[src/rtl/dcache_drain_pkg.sv]
// Shared dcache definitions: drain FSM state encoding and the request-queue
// entry bit layout {wrreq, rdreq, addr, data} used by the queue and the drain.
package dcache_drain_pkg;

   typedef enum logic [2:0] {
      IDLE     = 3'd0,
      ISSUE_WR = 3'd1,
      ISSUE_RD = 3'd2,
      WAIT_RD  = 3'd3,
      RESP     = 3'd4
   } drain_state_t;

   // Entry layout, LSB first: data, addr, rdreq, wrreq.
   localparam int ENTRY_DATA_LSB = 0;

   function automatic int entry_addr_lsb(input int databits);
      return databits;
   endfunction

   function automatic int entry_rdreq_bit(input int databits, input int addrbits);
      return databits + addrbits;
   endfunction

   function automatic int entry_wrreq_bit(input int databits, input int addrbits);
      return databits + addrbits + 1;
   endfunction

   function automatic int entry_bits(input int databits, input int addrbits);
      return databits + addrbits + 2;
   endfunction

endpackage

[src/rtl/dcache_drain.sv]
// Drains the dcache request queue one entry at a time into memory-bus
// transactions and returns read data (or a timeout error) to the core.
module dcache_drain
   import dcache_drain_pkg::*;
#(
   parameter int DATABITS    = 32,
   parameter int ADDRBITS    = 32,
   parameter int TIMEOUTBITS = 8
) (
   input  logic                clk,
   input  logic                reset_n,
   input  logic [DATABITS-1:0] queue_out_data,
   input  logic [ADDRBITS-1:0] queue_out_addr,
   input  logic                queue_out_rdreq,
   input  logic                queue_out_wrreq,
   input  logic                queue_not_empty,
   output logic                queue_pop,
   output logic [ADDRBITS-1:0] mem_addr,
   output logic [DATABITS-1:0] mem_wdata,
   output logic                mem_wrreq,
   output logic                mem_rdreq,
   input  logic                mem_ready,
   input  logic                mem_rdvalid,
   input  logic [DATABITS-1:0] mem_rdata,
   output logic                drain_rd_valid,
   output logic [DATABITS-1:0] drain_rd_data,
   output logic [ADDRBITS-1:0] drain_rd_addr,
   output logic                drain_rd_error,
   output logic                drain_busy
);

   localparam logic [TIMEOUTBITS-1:0] TIMEOUT_MAX = '1;

   drain_state_t             state_reg;
   logic [DATABITS-1:0]      data_reg;
   logic [ADDRBITS-1:0]      addr_reg;
   logic                     rdreq_reg;
   logic                     wrreq_reg;
   logic [TIMEOUTBITS-1:0]   timeout_reg;
   logic [DATABITS-1:0]      rd_data_reg;
   logic [ADDRBITS-1:0]      rd_addr_reg;
   logic                     rd_error_reg;

   // Pop is gated by reset so every output is low while reset is held.
   assign queue_pop      = (state_reg == IDLE) && queue_not_empty && reset_n;
   assign mem_wrreq      = (state_reg == ISSUE_WR);
   assign mem_rdreq      = (state_reg == ISSUE_RD);
   assign mem_addr       = (mem_wrreq || mem_rdreq) ? addr_reg : '0;
   assign mem_wdata      = mem_wrreq ? data_reg : '0;
   assign drain_rd_valid = (state_reg == RESP);
   assign drain_busy     = (state_reg != IDLE);
   assign drain_rd_data  = rd_data_reg;
   assign drain_rd_addr  = rd_addr_reg;
   assign drain_rd_error = rd_error_reg;

   always_ff @(posedge clk or negedge reset_n) begin
      if (!reset_n) begin
         state_reg    <= IDLE;
         data_reg     <= '0;
         addr_reg     <= '0;
         rdreq_reg    <= 1'b0;
         wrreq_reg    <= 1'b0;
         timeout_reg  <= '0;
         rd_data_reg  <= '0;
         rd_addr_reg  <= '0;
         rd_error_reg <= 1'b0;
      end else begin
         case (state_reg)
            IDLE: begin
               if (queue_not_empty) begin
                  data_reg  <= queue_out_data;
                  addr_reg  <= queue_out_addr;
                  rdreq_reg <= queue_out_rdreq;
                  wrreq_reg <= queue_out_wrreq;
                  // An entry with neither flag is consumed and dropped.
                  if (queue_out_wrreq)
                     state_reg <= ISSUE_WR;
                  else if (queue_out_rdreq)
                     state_reg <= ISSUE_RD;
               end
            end
            ISSUE_WR: begin
               if (mem_ready)
                  state_reg <= rdreq_reg ? ISSUE_RD : IDLE;
            end
            ISSUE_RD: begin
               if (mem_ready) begin
                  timeout_reg <= '0;
                  state_reg   <= WAIT_RD;
               end
            end
            WAIT_RD: begin
               // Data arriving on the expiry cycle still wins over the timeout.
               if (mem_rdvalid) begin
                  rd_data_reg  <= mem_rdata;
                  rd_addr_reg  <= addr_reg;
                  rd_error_reg <= 1'b0;
                  state_reg    <= RESP;
               end else if (timeout_reg == TIMEOUT_MAX) begin
                  rd_data_reg  <= '0;
                  rd_addr_reg  <= addr_reg;
                  rd_error_reg <= 1'b1;
                  state_reg    <= RESP;
               end else begin
                  timeout_reg <= timeout_reg + 1'b1;
               end
            end
            RESP: begin
               state_reg <= IDLE;
            end
            default: begin
               state_reg <= IDLE;
            end
         endcase
      end
   end

endmodule
[config.mk]
export PLATFORM = sky130hd
export DESIGN_NAME = dcache_drain
export DESIGN_NICKNAME = d
export VERILOG_FILES = /design/src/rtl/dcache_drain_pkg.sv /design/src/rtl/dcache_drain.sv
export SDC_FILE = /design/constraint.sdc
export NUM_CORES = 1
export LEC_CHECK = 0
export CAP_MARGIN = 40
export CORE_ASPECT_RATIO = 0.5
export CORE_MARGIN = 3
export CORE_UTILIZATION = 25
export DETAILED_ROUTE_END_ITERATION = 8
export PLACE_DENSITY_LB_ADDON = 0.3
export SLEW_MARGIN = 5
export SYNTH_ARGS = -nofsm -noshare
export SYNTH_HDL_FRONTEND = slang
export SYNTH_SLANG_ARGS = --single-unit
[constraint.sdc]
create_clock -name clk -period 3.8 [get_ports clk]
set_input_delay 0.76 -clock clk [delete_from_list [all_inputs] [get_ports clk]]
set_output_delay 0.76 -clock clk [all_outputs]
set_load 0.01 [all_outputs]
Word-level counts from Yosys, hierarchy flattened. Cells that the tools add are included.

Register bits: 141. Latch bits: 0. Bits in writable memories: 0. ROM bits: 0. Input bits: 103. Output and inout port bits: 134. Word-level logic and storage cells: 53. Memories kept: 0.

Add/sub/neg operators: 1. $mul: 0. Div/mod/pow operators: 0. Magnitude comparators: 0. Equality and inequality tests: 12. Shifts and indexed selects: 0. Multiplexer cells: 21. Bitwise operators: 0. Reduce and logical (&&, ||, !) cells: 11.

Operators with widths (number): two-way mux 32 bit (6); two-way mux 8 bit (3); two-way mux 3 bit (7); case mux 8 bit (2 select lines) (1); case mux 3 bit (4 select lines) (1); adder 8 x 1 -> 8 bit, second input constant (1); == test 8 bit, second input constant (1); == test 3 x 2 -> 1 bit, second input constant (2); != test 2 bit, second input constant (3); != test 3 bit, second input constant (2); AND reduction 5 bit (1); != test 2 x 1 -> 1 bit, second input constant (2); AND reduction 2 bit (2); AND reduction 4 bit (1); nonzero test 2 bit (2); == test 3 x 1 -> 1 bit, second input constant (1); == test 3 bit, second input constant (1); zero test 3 bit (1); nonzero test 3 bit (1); logical AND 1 bit (2); two-way mux 1 bit (2); two-way mux 2 bit (1); logical OR 1 bit (1).

Depth between registers and ports, before layout. Gate-level depths: netlist of the first run.

Depth after elaboration: 4. Mapped depth: 7. Depth with buffers taken out: 5.

Least setup slack after synthesis of the first run. No wires, ideal clock.

Path kind: register -> output. Start point: register state_reg[2]. End point: output port mem_wdata[22]. Data arrival time: 1382 ps. Required time: 3040 ps. Slack: 1658 ps. Stages on the path, launching flop included: 5. Buffers on the path: 2. Cell sequence: dfrtp_1 > buf_2 > nor3b_1 > clkbuf_1 > and2_1.

Word-level cells in the longest chain between the ends: 2.

Ends and longest elaborated chain: start: declaration (line dcache_drain.sv:34) `drain_state_t state_reg;`; start signal: assignment (line dcache_drain.sv:84) `state_reg <= rdreq_reg ? ISSUE_RD : IDLE;`; == test 3 x 1 -> 1 bit (line dcache_drain.sv:46) `assign mem_wrreq = (state_reg == ISSUE_WR);`; via mem_wrreq (line dcache_drain.sv:20) `output logic mem_wrreq,`; two-way mux 32 bit (line dcache_drain.sv:49) `assign mem_wdata = mem_wrreq ? data_reg : '0;`; end: declaration (line dcache_drain.sv:19) `output logic [DATABITS-1:0] mem_wdata,`.

The timed path passes the listed nets, and every way through them passes these cells.

Worst setup path after layout of the first run.
Start point: register state_reg[0]. End point: output port mem_addr[11].

Word-level cells in the longest chain between the ends: 3. Elaborated cells between the ends (all ways): 4. Classes of those cells: eq/ne (2); mux (1); reduce/logical (1).

Ends and longest elaborated chain: == test 3 x 1 -> 1 bit / == test 3 x 2 -> 1 bit (equally long branches) (line dcache_drain.sv:46, dcache_drain.sv:47); logical OR 1 bit * (line dcache_drain.sv:48) `assign mem_addr = (mem_wrreq || mem_rdreq) ? addr_reg : '0;`; two-way mux 32 bit * (line dcache_drain.sv:48); end: declaration (line dcache_drain.sv:18) `output logic [ADDRBITS-1:0] mem_addr,`.

Mark *: on every way between the ends. The rest lies on a longest branch, timed or not.

==> metrics.md, run 1 <==
| Metric | Value |
|---|---|
| GRT met2 Usage | `0.231` |
| Worst R2R End | `drain_rd_addr[16]` |
| Port buffer count | `236` |
| Post-Syn Area | `5900 um^2` |
| First-pass GRT wire length | `25100 um` |
| Gates resized, CTS repair | `0` |
| CP bufs+invs | `2` |
| YS warnings | `0` |
| Largest net degree at the start of global routing | `62` |
| Power Density | `860 nW/um^2` |
| CP startpoint kind | `flop` |
| DRC Markers | `0` |
| Final Hold Fails | `0` |
| Detailed-route via count | `4153` |
| Layout cells sized above 1 | `0.210` |
| Final setup viols | `0` |
| WS Path Type | `reg2out` |
| Cell variety after synth | `33` |
| Number of DRC markers in iteration 0 | `189` |
| Crit-path max FO | `24` |
| Core Area | `23000 um^2` |
| Fin nets | `766` |
| Vias per cell | `4.23` |
| ANT nets after route | `0` |
| Slowest CP cell | `clkdlybuf4s50_1` |
| Pre-CTS WS | `992 ps` |
| Hold WC Path Type | `in2async` |
| Worst slew margin | `0.479` |
| Latest clock arrival within the worst-skew pair | `420 ps` |
| Drt wl/cell | `16.4 um` |
| Initial core utilization | `0.257` |
| Root buffer cell | `clkbuf_16` |
| Worst R2R Setup Slack | `1500 ps` |
| Delay-heaviest family, CP | `buffers and inverters` |
| Total power | `0.00787 W` |
| Met3 GRT Util | `0.0274` |
| I/O pin count | `237` |
| Critical path required time | `3040 ps` |
| Fin area | `9150 um^2` |
| Maximum vdd drop | `0.326 mV` |
| CTS tree | `yes` |
| Post-Syn Nets | `529` |
| Total CTS buffers | `17` |
| Reg2reg path depth | `6` |
| Seq/Total Area, Yosys | `0.598` |
| Final period utilization | `0.843` |
| Setup WS post-layout | `597 ps` |
| Result of the run | `finished, final reports clean` |
| GRT Util Overall | `0.128` |
| Chip width | `223 um` |
| Number of post-CTS setup repair buffers | `0` |
| Wirelength, routed | `16100 um` |
| Routability Congestion | `0.709` |
| Cell Chain, Critical Path | `xnor2_1 -> nor2_2 -> buf_4 -> and2_1 -> clkdlybuf4s50_1` |
| CTS Sinks | `141` |
| Crit path largest cell delay | `550 ps` |
| Antenna violations before repair | `0` |
| Most Used Layer, Global Route | `met2` |
| Die area | `25600 um^2` |
| Worst-path clk slew | `60 ps` |
| Vias in the first global route | `4359` |
| Routing usage on met1 | `0.148` |
| Drt first pass iters | `4` |
| Diode count | `0` |
| Max clock buf depth | `2` |
| Syn_area_per_cell | `13.9 um^2` |
| Row cnt | `39` |
| Grt total ovfl | `0` |
| RSZ-0062 raised after global routing | `false` |
| Detailed placement HPWL | `11800 um` |
| CTS H-tree depth | `4` |
| Cell count after synthesis | `425` |
| Fmax | `0.312 GHz` |
| Chip height | `115 um` |
| Yosys reg bits | `141` |
| CP arrival | `2440 ps` |
| Leak | `3.77 nW` |
| Slew @ Worst Pin | `781 ps` |
| Final Slew Violations | `0` |
| Cts hold-fix bufs | `0` |
| Min Tclk post-route | `3200 ps` |
| Worst r2r src | `timeout_reg[0]` |
| Layout fillers | `2211` |
| Setup TNS | `0 ps` |
| Max_cap viols | `0` |
| Clk_skew | `8.74 ps` |
| DP Area | `8600 um^2` |
| Layout area overhead | `55.1%` |
| CP Capture Type | `output port` |
-- where the power goes --
part / total (W) / leakage, nW / switching, W / internal [W]
registers: 0.00263 / 1.71 / 0.000414 / 0.00222
logic: 0.00368 / 1.79 / 0.00142 / 0.00226
clock network: 0.00156 / 0.264 / 0.000609 / 0.000949
total: 0.00787 / 3.77 / 0.00244 / 0.00542
-- worst max-delay path by stage --
stage,cells past startpoint,slack (ps),endpoint,from
after global routing,5,400,mem_addr[22],state_reg[0]
after CTS,5,500,mem_addr[22],state_reg[0]
after global placement,5,1040,mem_addr[22],state_reg[0]
after floorplan,4,1660,mem_wdata[22],state_reg[2]
after detailed placement,5,990,mem_addr[22],state_reg[0]
final,5,600,mem_addr[11],state_reg[0]
-- synthesized netlist by cell type --
cell	instances	area [um^2]
a2111oi_2	1	15.0
nand2b_1	1	6.26
nand3_1	7	35.0
mux2_2	92	1040
ha_1	1	12.5
nand4_1	1	6.26
inv_1	8	30.0
buf_4	2	15.0
xnor2_1	2	17.5
and3_1	1	6.26
o21bai_1	1	7.51
mux2_4	6	90.1
a31oi_1	1	6.26
buf_2	12	60.1
o31ai_1	3	22.5
nor3_4	1	16.3
o21ai_1	1	5.00
dfrtp_1	141	3530
a22o_1	33	289
nor4_2	1	12.5
nor3b_1	2	15.0
nor3_1	2	10.0
o311ai_0	1	8.76
nand2_1	7	26.3
buf_6	7	78.8
and2_1	66	413
nor2_1	4	15.0
o21ai_0	4	20.0
a21oi_1	3	15.0
mux2i_1	2	20.0
o211ai_1	3	22.5
clkbuf_1	7	26.3
nand4bb_1	1	11.3
-- cells by family after synthesis --
family | Yosys count | synth area share
AOI/OAI and AO/OA | 51 | 0.0698
xor gates and xnor gates | 2 | 0.00297
adders and majority gates | 1 | 0.00212
buffers and inverters | 36 | 0.0356
DFF | 141 | 0.598
muxes | 100 | 0.194
and+or+nand+nor | 94 | 0.0971
-- per-stage QoR --
step / cells / util / hold WS [ps]
after detailed placement: 950 / 0.374 / 487
final: 982 / 0.398 / 207
after CTS: 982 / 0.398 / 187
after floorplan: 425 / - / 464
after global placement: 949 / 0.374 / 480
after global routing: 982 / 0.398 / 198
-- worst reg2reg max path, delay by kind of cell, from the launching register on --
kind,cells,cell delay (ps)
flip-flops,1,410
adder cells (fa/ha/maj),1,250
AO/OA/AOI/OAI,1,470
AND/OR/NAND/NOR,2,260
multiplexers,1,450
buffers and inverters,1,340
-- per-layer routing --
layer	share of wire	up-vias
li1	-	1962
met2	0.55	70
met1	0.41	2106
met3	0.031	15
met5	0	-
met4	0.015	0
-- layout by cell type (no fill, tap or decap), types with 4 or more instances in the layout --
cell	synthesis	final
dfrtp_1	141	141
buf_4	2	7
o21ai_0	4	4
nand3_1	7	7
inv_1	8	8
and2_1	66	65
clkbuf_1	7	6
mux2_2	92	92
clkdlybuf4s50_1	0	235
nand2_1	7	7
mux2_4	6	6
a22o_1	33	33
clkbuf_16	0	17
-- cell type report --
cell class              count  area [um^2]  area share
flip-flops and latches    141         3530       0.386
repair buffers            246         2480       0.271
multi-input cells         248         2180       0.238
clock buffers              26          489      0.0535
well taps                 307          384      0.0420
clock inverters             6         60.1     0.00656
inverters                   8         30.0     0.00328
Note: power is estimated with default switching activity, not from simulation.
==> run 2: changes to the inputs <==
==> constraint.sdc (replaced) <==
create_clock -name clk -period 2.72 [get_ports clk]
set_input_delay 0.544 -clock clk [delete_from_list [all_inputs] [get_ports clk]]
set_output_delay 0.544 -clock clk [all_outputs]
set_load 0.01 [all_outputs]
==> run 2 against run 1 <==
Die area stayed put. Wire length is 3.7% higher. Largest power group unchanged. Worst hold slack worse by 36 ps.
==> metrics.md, run 2 (same netlist as run 1, synthesis figures left out) <==
| Metric | Value |
|---|---|
| Met2 WL | `9110 um (was 8790 um)` |
| CTS H-tree depth | `4 (unchanged)` |
| Worst slew margin | `0.428 (was 0.479)` |
| Routability Congestion | `0.746 (was 0.709)` |
| First-pass GRT wire length | `25100 um (about the same)` |
| Vias per cell | `4.27 (was 4.23)` |
| Leak | `4.38 nW (was 3.77 nW)` |
| Final setup viols | `0 (unchanged)` |
| Pre-CTS WS | `303 ps (was 992 ps)` |
| Clock share of power | `0.211 (was 0.198)` |
| Fin nets | `775 (was 766)` |
| I/O pin count | `237 (unchanged)` |
| Power Density | `1210 nW/um^2 (was 860 nW/um^2)` |
| Die area | `25600 um^2 (unchanged)` |
| Diode count | `0 (unchanged)` |
| Setup TNS | `0 ps (unchanged)` |
| Number of DRC markers in iteration 0 | `203 (was 189)` |
| Reg2reg path depth | `5 (was 6)` |
| CP startpoint kind | `flop (unchanged)` |
| Chip height | `115 um (unchanged)` |
| Root buffer cell | `clkbuf_16 (unchanged)` |
| Worst R2R Setup Slack | `760 ps (was 1500 ps)` |
| RSZ-0062 raised after global routing | `true (was false)` |
| Met3 wire len | `632 um (was 499 um)` |
| Layout fillers | `2182 (was 2211)` |
| Sw frac | `0.310 (was 0.311)` |
| Antenna violations before repair | `0 (unchanged)` |
| Crit path largest cell delay | `560 ps (was 550 ps)` |
| CTS Sinks | `141 (unchanged)` |
| Most frequent cells in the layout | `clkdlybuf4s50_1, dfrtp_1, mux2_2 (unchanged)` |
| Flop pwr share | `0.322 (was 0.335)` |
| Row cnt | `39 (unchanged)` |
| Slew @ Worst Pin | `858 ps (was 781 ps)` |
| Initial core utilization | `0.257 (unchanged)` |
| Final Hold Fails | `0 (unchanged)` |
| Grt total ovfl | `0 (unchanged)` |
| Result of the run | `finished, final reports clean (unchanged)` |
| Latest clock arrival within the worst-skew pair | `420 ps (about the same)` |
| Setup WS post-layout | `48.8 ps (was 597 ps)` |
| Max clock buf depth | `2 (unchanged)` |
| WS Path Type | `reg2out (unchanged)` |
| Critical path required time | `2180 ps (was 3040 ps)` |
| Cts hold-fix bufs | `0 (unchanged)` |
| Fmax | `0.374 GHz` |
| FF+latch area | `3530 um^2 (about the same)` |
| Levels on crit path | `5 (unchanged)` |
| Worst R2R End | `addr_reg[11] (was drain_rd_addr[16])` |
| Min Tclk post-route | `2670 ps` |
| Comb pwr share | `0.467 (was 0.468)` |
| Detailed-route via count | `4236 (was 4153)` |
| Total CTS buffers | `17 (unchanged)` |
| Clk_skew | `5.83 ps (was 8.74 ps)` |
| ANT nets after route | `0 (unchanged)` |
| Core Area | `23000 um^2 (unchanged)` |
| Delay-heaviest family, CP | `buffers and inverters (unchanged)` |
| Slowest CP cell | `clkdlybuf4s50_1 (unchanged)` |
| DR top layer | `met4 (unchanged)` |
| Maximum vdd drop | `0.405 mV (was 0.326 mV)` |
| Final Hold Slack | `171 ps (was 207 ps)` |
| Layout cells sized above 1 | `0.231 (was 0.210)` |
| Chip width | `223 um (unchanged)` |
| Layout area overhead | `59.7% (was 55.1%)` |
| CP bufs+invs | `2 (unchanged)` |
| M1 wire length | `6700 um (was 6540 um)` |
| Worst r2r src | `state_reg[1] (was timeout_reg[0])` |
| Hold WC Path Type | `in2async (unchanged)` |
| NetSw | `0.00352 W (was 0.00244 W)` |
| DRC Markers | `0 (unchanged)` |
| Max_cap viols | `0 (unchanged)` |
| Port buffer count | `236 (unchanged)` |
| Final period utilization | `0.982` |
| Final Slew Violations | `0 (unchanged)` |
| Cell Chain, Critical Path | `xnor2_1 -> nor2_2 -> buf_4 -> and2_1 -> clkdlybuf4s50_1 (unchanged)` |
| CP arrival | `2130 ps (was 2440 ps)` |
| Wirelength, routed | `16700 um (was 16100 um)` |
| Pint | `0.00785 W (was 0.00542 W)` |
| Finished Layout Cells | `991 (was 982)` |
| Vias in the first global route | `4350 (was 4359)` |
| GRT Util Overall | `0.129 (was 0.128)` |
| Worst-path clk slew | `60 ps (about the same)` |
| Placed Cells | `948 (was 950)` |
| Critical path capture point | `mem_addr[23] (was mem_addr[11])` |
| Area of the multi-input gates | `2190 um^2 (was 2180 um^2)` |
| CTS tree | `yes (unchanged)` |
| Largest net degree at the start of global routing | `142 (was 62)` |
| Origin of the worst setup path | `state_reg[1] (was state_reg[0])` |
| CP Capture Type | `output port (unchanged)` |
| Crit-path max FO | `10 (was 24)` |
| Drt first pass iters | `4 (unchanged)` |
| Drt wl/cell | `16.8 um (was 16.4 um)` |
| Most common cell after layout, fill and taps aside | `clkdlybuf4s50_1 (unchanged)` |
| Total power | `0.0114 W (was 0.00787 W)` |
| Detailed placement HPWL | `11400 um (was 11800 um)` |
-- run 2: what timing repair did --
action / CTS / global route
buffers inserted: 3 / 6
setup endpoints to repair: 54 / 57
pin swaps: 0 / 2
gates resized for setup: 5 / 38
cloned: 0 / 1
-- run 2: layout make-up --
| cell class | count | area share |
|---|---|---|
| Inverter | 8 | 0.00319 |
| Multi-Input combinational cell | 248 | 0.232 |
| Tap cell | 307 | 0.0408 |
| Clock inverter | 10 | 0.0146 |
| Timing Repair Buffer | 255 | 0.284 |
| Sequential cell | 141 | 0.375 |
| Clock buffer | 22 | 0.0503 |
-- run 2: how the worst min path moves through the flow --
stage,slack (ps),endpoint,cells past startpoint
final,170,drain_rd_data[11],2
after global placement,480,data_reg[18],1
after floorplan,250,addr_reg[0],0
after detailed placement,490,data_reg[7],1
after CTS,300,drain_rd_data[8],2
after global routing,270,drain_rd_data[5],2
-- run 2: power groups by stage --
stage	sequential, W	clock [W]	combinational [W]
after floorplan	0.00376	0	0.00239
after global placement	0.00369	0	0.00520
after detailed placement	0.00373	0	0.00527
after CTS	0.00369	0.00249	0.00534
after global routing	0.00382	0.00258	0.00568
final	0.00367	0.00240	0.00531
-- run 2: per-stage QoR --
stage	instance area (um^2)	utilization
final	9420	0.410
after global routing	9420	0.410
after CTS	9240	0.402
after detailed placement	8600	0.374
after global placement	8600	0.374
after floorplan	5900	-
-- run 2: per-layer routing --
layer	track usage	vias to the layer above
li1	-	1988
met1	0.148	2153
met2	0.232	81
met3	0.0400	14
met4	0.0376	0
met5	0	-
==> run 3: changes to the inputs <==
--- a/config.mk
+++ b/config.mk
@@ -11,6 +11,7 @@
 export CORE_UTILIZATION = 25
 export DETAILED_ROUTE_END_ITERATION = 8
 export PLACE_DENSITY_LB_ADDON = 0.3
+export SKIP_LAST_GASP = 1
 export SLEW_MARGIN = 5
 export SYNTH_ARGS = -nofsm -noshare
 export SYNTH_HDL_FRONTEND = slang
==> run 3 against run 2 <==
Maximum frequency is essentially flat. Sequential cell count is the same. Cell count is the same. Register-to-register slack is essentially flat. Clock power is essentially flat. Wire length shrank 0.18%. Combinational power grew 1%. First-iteration DRC count shrank 3.4%. Sequential power is essentially flat. Utilization shrank 0.23 points. Non-clock buffer count is the same. Highest routed layer unchanged.
==> metrics.md, run 3 (same netlist as run 1, synthesis figures left out) <==
| Metric | Value |
|---|---|
| Clk_skew | `5.54 ps (was 5.83 ps)` |
| Sw frac | `0.308 (was 0.310)` |
| CTS tree | `yes (unchanged)` |
| Layout fillers | `2197 (was 2182)` |
| Min Tclk post-route | `2670 ps (about the same)` |
| Grt total ovfl | `0 (unchanged)` |
| Final setup viols | `0 (unchanged)` |
| Final Hold Fails | `0 (unchanged)` |
| Final Hold Slack | `209 ps (was 171 ps)` |
| Latest clock arrival within the worst-skew pair | `420 ps (about the same)` |
| GRT met2 Usage | `0.232 (unchanged)` |
| Final Slew Violations | `0 (unchanged)` |
| CP Capture Type | `output port (unchanged)` |
| Crit path largest cell delay | `560 ps (about the same)` |
| Pint | `0.00791 W (was 0.00785 W)` |
| Fmax | `0.374 GHz (about the same)` |
| CTS Sinks | `141 (unchanged)` |
| Delay-heaviest family, CP | `buffers and inverters (unchanged)` |
| NetSw | `0.00353 W (was 0.00352 W)` |
| Critical path required time | `2180 ps (about the same)` |
| Utilization after layout | `0.408 (was 0.410)` |
| Row cnt | `39 (unchanged)` |
| Routability Congestion | `0.746 (unchanged)` |
| Flop pwr share | `0.321 (was 0.322)` |
| CP bufs+invs | `2 (unchanged)` |
| Routing usage on met1 | `0.148 (unchanged)` |
| Slew @ Worst Pin | `808 ps (was 858 ps)` |
| Detailed-route via count | `4236 (unchanged)` |
| Worst-path clk slew | `60 ps (about the same)` |
| Maximum vdd drop | `0.405 mV (about the same)` |
| Worst slew margin | `0.462 (was 0.428)` |
| Max clock buf depth | `2 (unchanged)` |
| CTS H-tree depth | `4 (unchanged)` |
| Layout area overhead | `58.8% (was 59.7%)` |
| WS Path Type | `reg2out (unchanged)` |
| Cell Chain, Critical Path | `xnor2_1 -> nor2_2 -> buf_4 -> and2_1 -> clkdlybuf4s50_1 (unchanged)` |
| I/O pin count | `237 (unchanged)` |
| DRC Markers | `0 (unchanged)` |
| Leak | `4.07 nW (was 4.38 nW)` |
| Area of the multi-input gates | `2190 um^2 (unchanged)` |
| CP arrival | `2130 ps (about the same)` |
| First-pass GRT wire length | `25100 um (unchanged)` |
| Vias per cell | `4.27 (unchanged)` |
| Antenna violations before repair | `0 (unchanged)` |
| Setup WS post-layout | `48.1 ps (was 48.8 ps)` |
| Most Used Layer, Global Route | `met2 (unchanged)` |
| Fin nets | `775 (unchanged)` |
| Comb pwr share | `0.470 (was 0.467)` |
| Chip height | `115 um (unchanged)` |
| Diode count | `0 (unchanged)` |
| Chip width | `223 um (unchanged)` |
| FF+latch area | `3530 um^2 (unchanged)` |
| Initial core utilization | `0.257 (unchanged)` |
| Max_cap viols | `0 (unchanged)` |
| Drt wl/cell | `16.8 um (about the same)` |
| Power Density | `1220 nW/um^2 (was 1210 nW/um^2)` |
| Largest net degree at the start of global routing | `142 (unchanged)` |
| GRT Util Overall | `0.129 (unchanged)` |
| Detailed placement HPWL | `11400 um (unchanged)` |
| Slowest CP cell | `clkdlybuf4s50_1 (unchanged)` |
| Hold WC Path Type | `in2async (unchanged)` |
| CP startpoint kind | `flop (unchanged)` |
| Pre-CTS WS | `303 ps (unchanged)` |
| Port buffer count | `236 (unchanged)` |
| Drt first pass iters | `4 (unchanged)` |
| Layout cells sized above 1 | `0.231 (unchanged)` |
| Result of the run | `finished, final reports clean (unchanged)` |
| Number of DRC markers in iteration 0 | `196 (was 203)` |
| Core Area | `23000 um^2 (unchanged)` |
| Crit-path max FO | `10 (unchanged)` |
| Most common cell after layout, fill and taps aside | `clkdlybuf4s50_1 (unchanged)` |
| Vias in the first global route | `4350 (unchanged)` |
| Final period utilization | `0.982 (about the same)` |
| Root buffer cell | `clkbuf_16 (unchanged)` |
| Total CTS buffers | `17 (unchanged)` |
| RSZ-0062 raised after global routing | `true (unchanged)` |
| Setup TNS | `0 ps (unchanged)` |
| Most frequent cells in the layout | `clkdlybuf4s50_1, dfrtp_1, mux2_2 (unchanged)` |
| Wirelength, routed | `16600 um (was 16700 um)` |
| Met3 GRT Util | `0.0400 (unchanged)` |
| Total power | `0.0114 W (about the same)` |
| Clock share of power | `0.210 (was 0.211)` |
| Die area | `25600 um^2 (unchanged)` |
| ANT nets after route | `0 (unchanged)` |
| Cts hold-fix bufs | `0 (unchanged)` |
==> run 3: cell types whose count changed in the layout (fill, tap and decap cells not counted) <==
cell	delta
clkdlybuf4s50_1	+21
dlymetal6s2s_1	-21
==> run 3: worst reg2reg max path: cells and delay by family, from the launching register on <==
family,cells,cell delay (ps)
muxes,1,440
buffers and inverters,2,490
DFF,1,460
and+or+nand+nor,2,460
==> run 3: layout make-up <==
class | instances | share of cell area
inverters | 8 | 0.00321
well taps | 307 | 0.0410
clock inverters | 10 | 0.0147
repair buffers | 255 | 0.280
flip-flops and latches | 141 | 0.377
multi-input cells | 248 | 0.234
clock buffers | 22 | 0.0506
==> run 3: power groups by stage <==
stage | clock (W) | sequential, W | combinational [W]
after floorplan | 0 | 0.00376 | 0.00239
after global placement | 0 | 0.00369 | 0.00520
after detailed placement | 0 | 0.00373 | 0.00527
after CTS | 0.00249 | 0.00369 | 0.00534
after global routing | 0.00258 | 0.00382 | 0.00575
final | 0.00240 | 0.00367 | 0.00537
==> run 3: per-stage QoR <==
stage / instance area, um^2 / std cells
after floorplan: 5900 / 425
after global placement: 8600 / 948
after detailed placement: 8600 / 948
after CTS: 9240 / 983
after global routing: 9370 / 991
final: 9370 / 991
==> run 3: repair_timing <==
| item | CTS | global route |
|---|---|---|
| cloned | 0 | 1 |
| resized for setup | 5 | 17 |
| setup endpoints to repair | 54 | 57 |
| pin swaps | 0 | 2 |
| buffers inserted | 3 | 6 |
==> run 3: final timing paths <==
kind                               from           endpoint  slack (ps)  cells past startpoint
min                             reset_n  drain_rd_data[11]         210                      2
min in group clk           data_reg[17]       data_reg[17]         490                      1
min reg2reg                data_reg[17]       data_reg[17]         490                      1
max reg2reg                state_reg[1]       addr_reg[11]         750                      5
max in group asynchronous       reset_n  drain_rd_data[20]        1870                      2
max                        state_reg[1]       mem_addr[23]          50                      5
==> run 3: metal layers <==
metal	part of all wire	up-vias
li1	-	1991
met1	0.40	2154
met2	0.55	78
met3	0.037	13
met4	0.013	0
met5	0	-
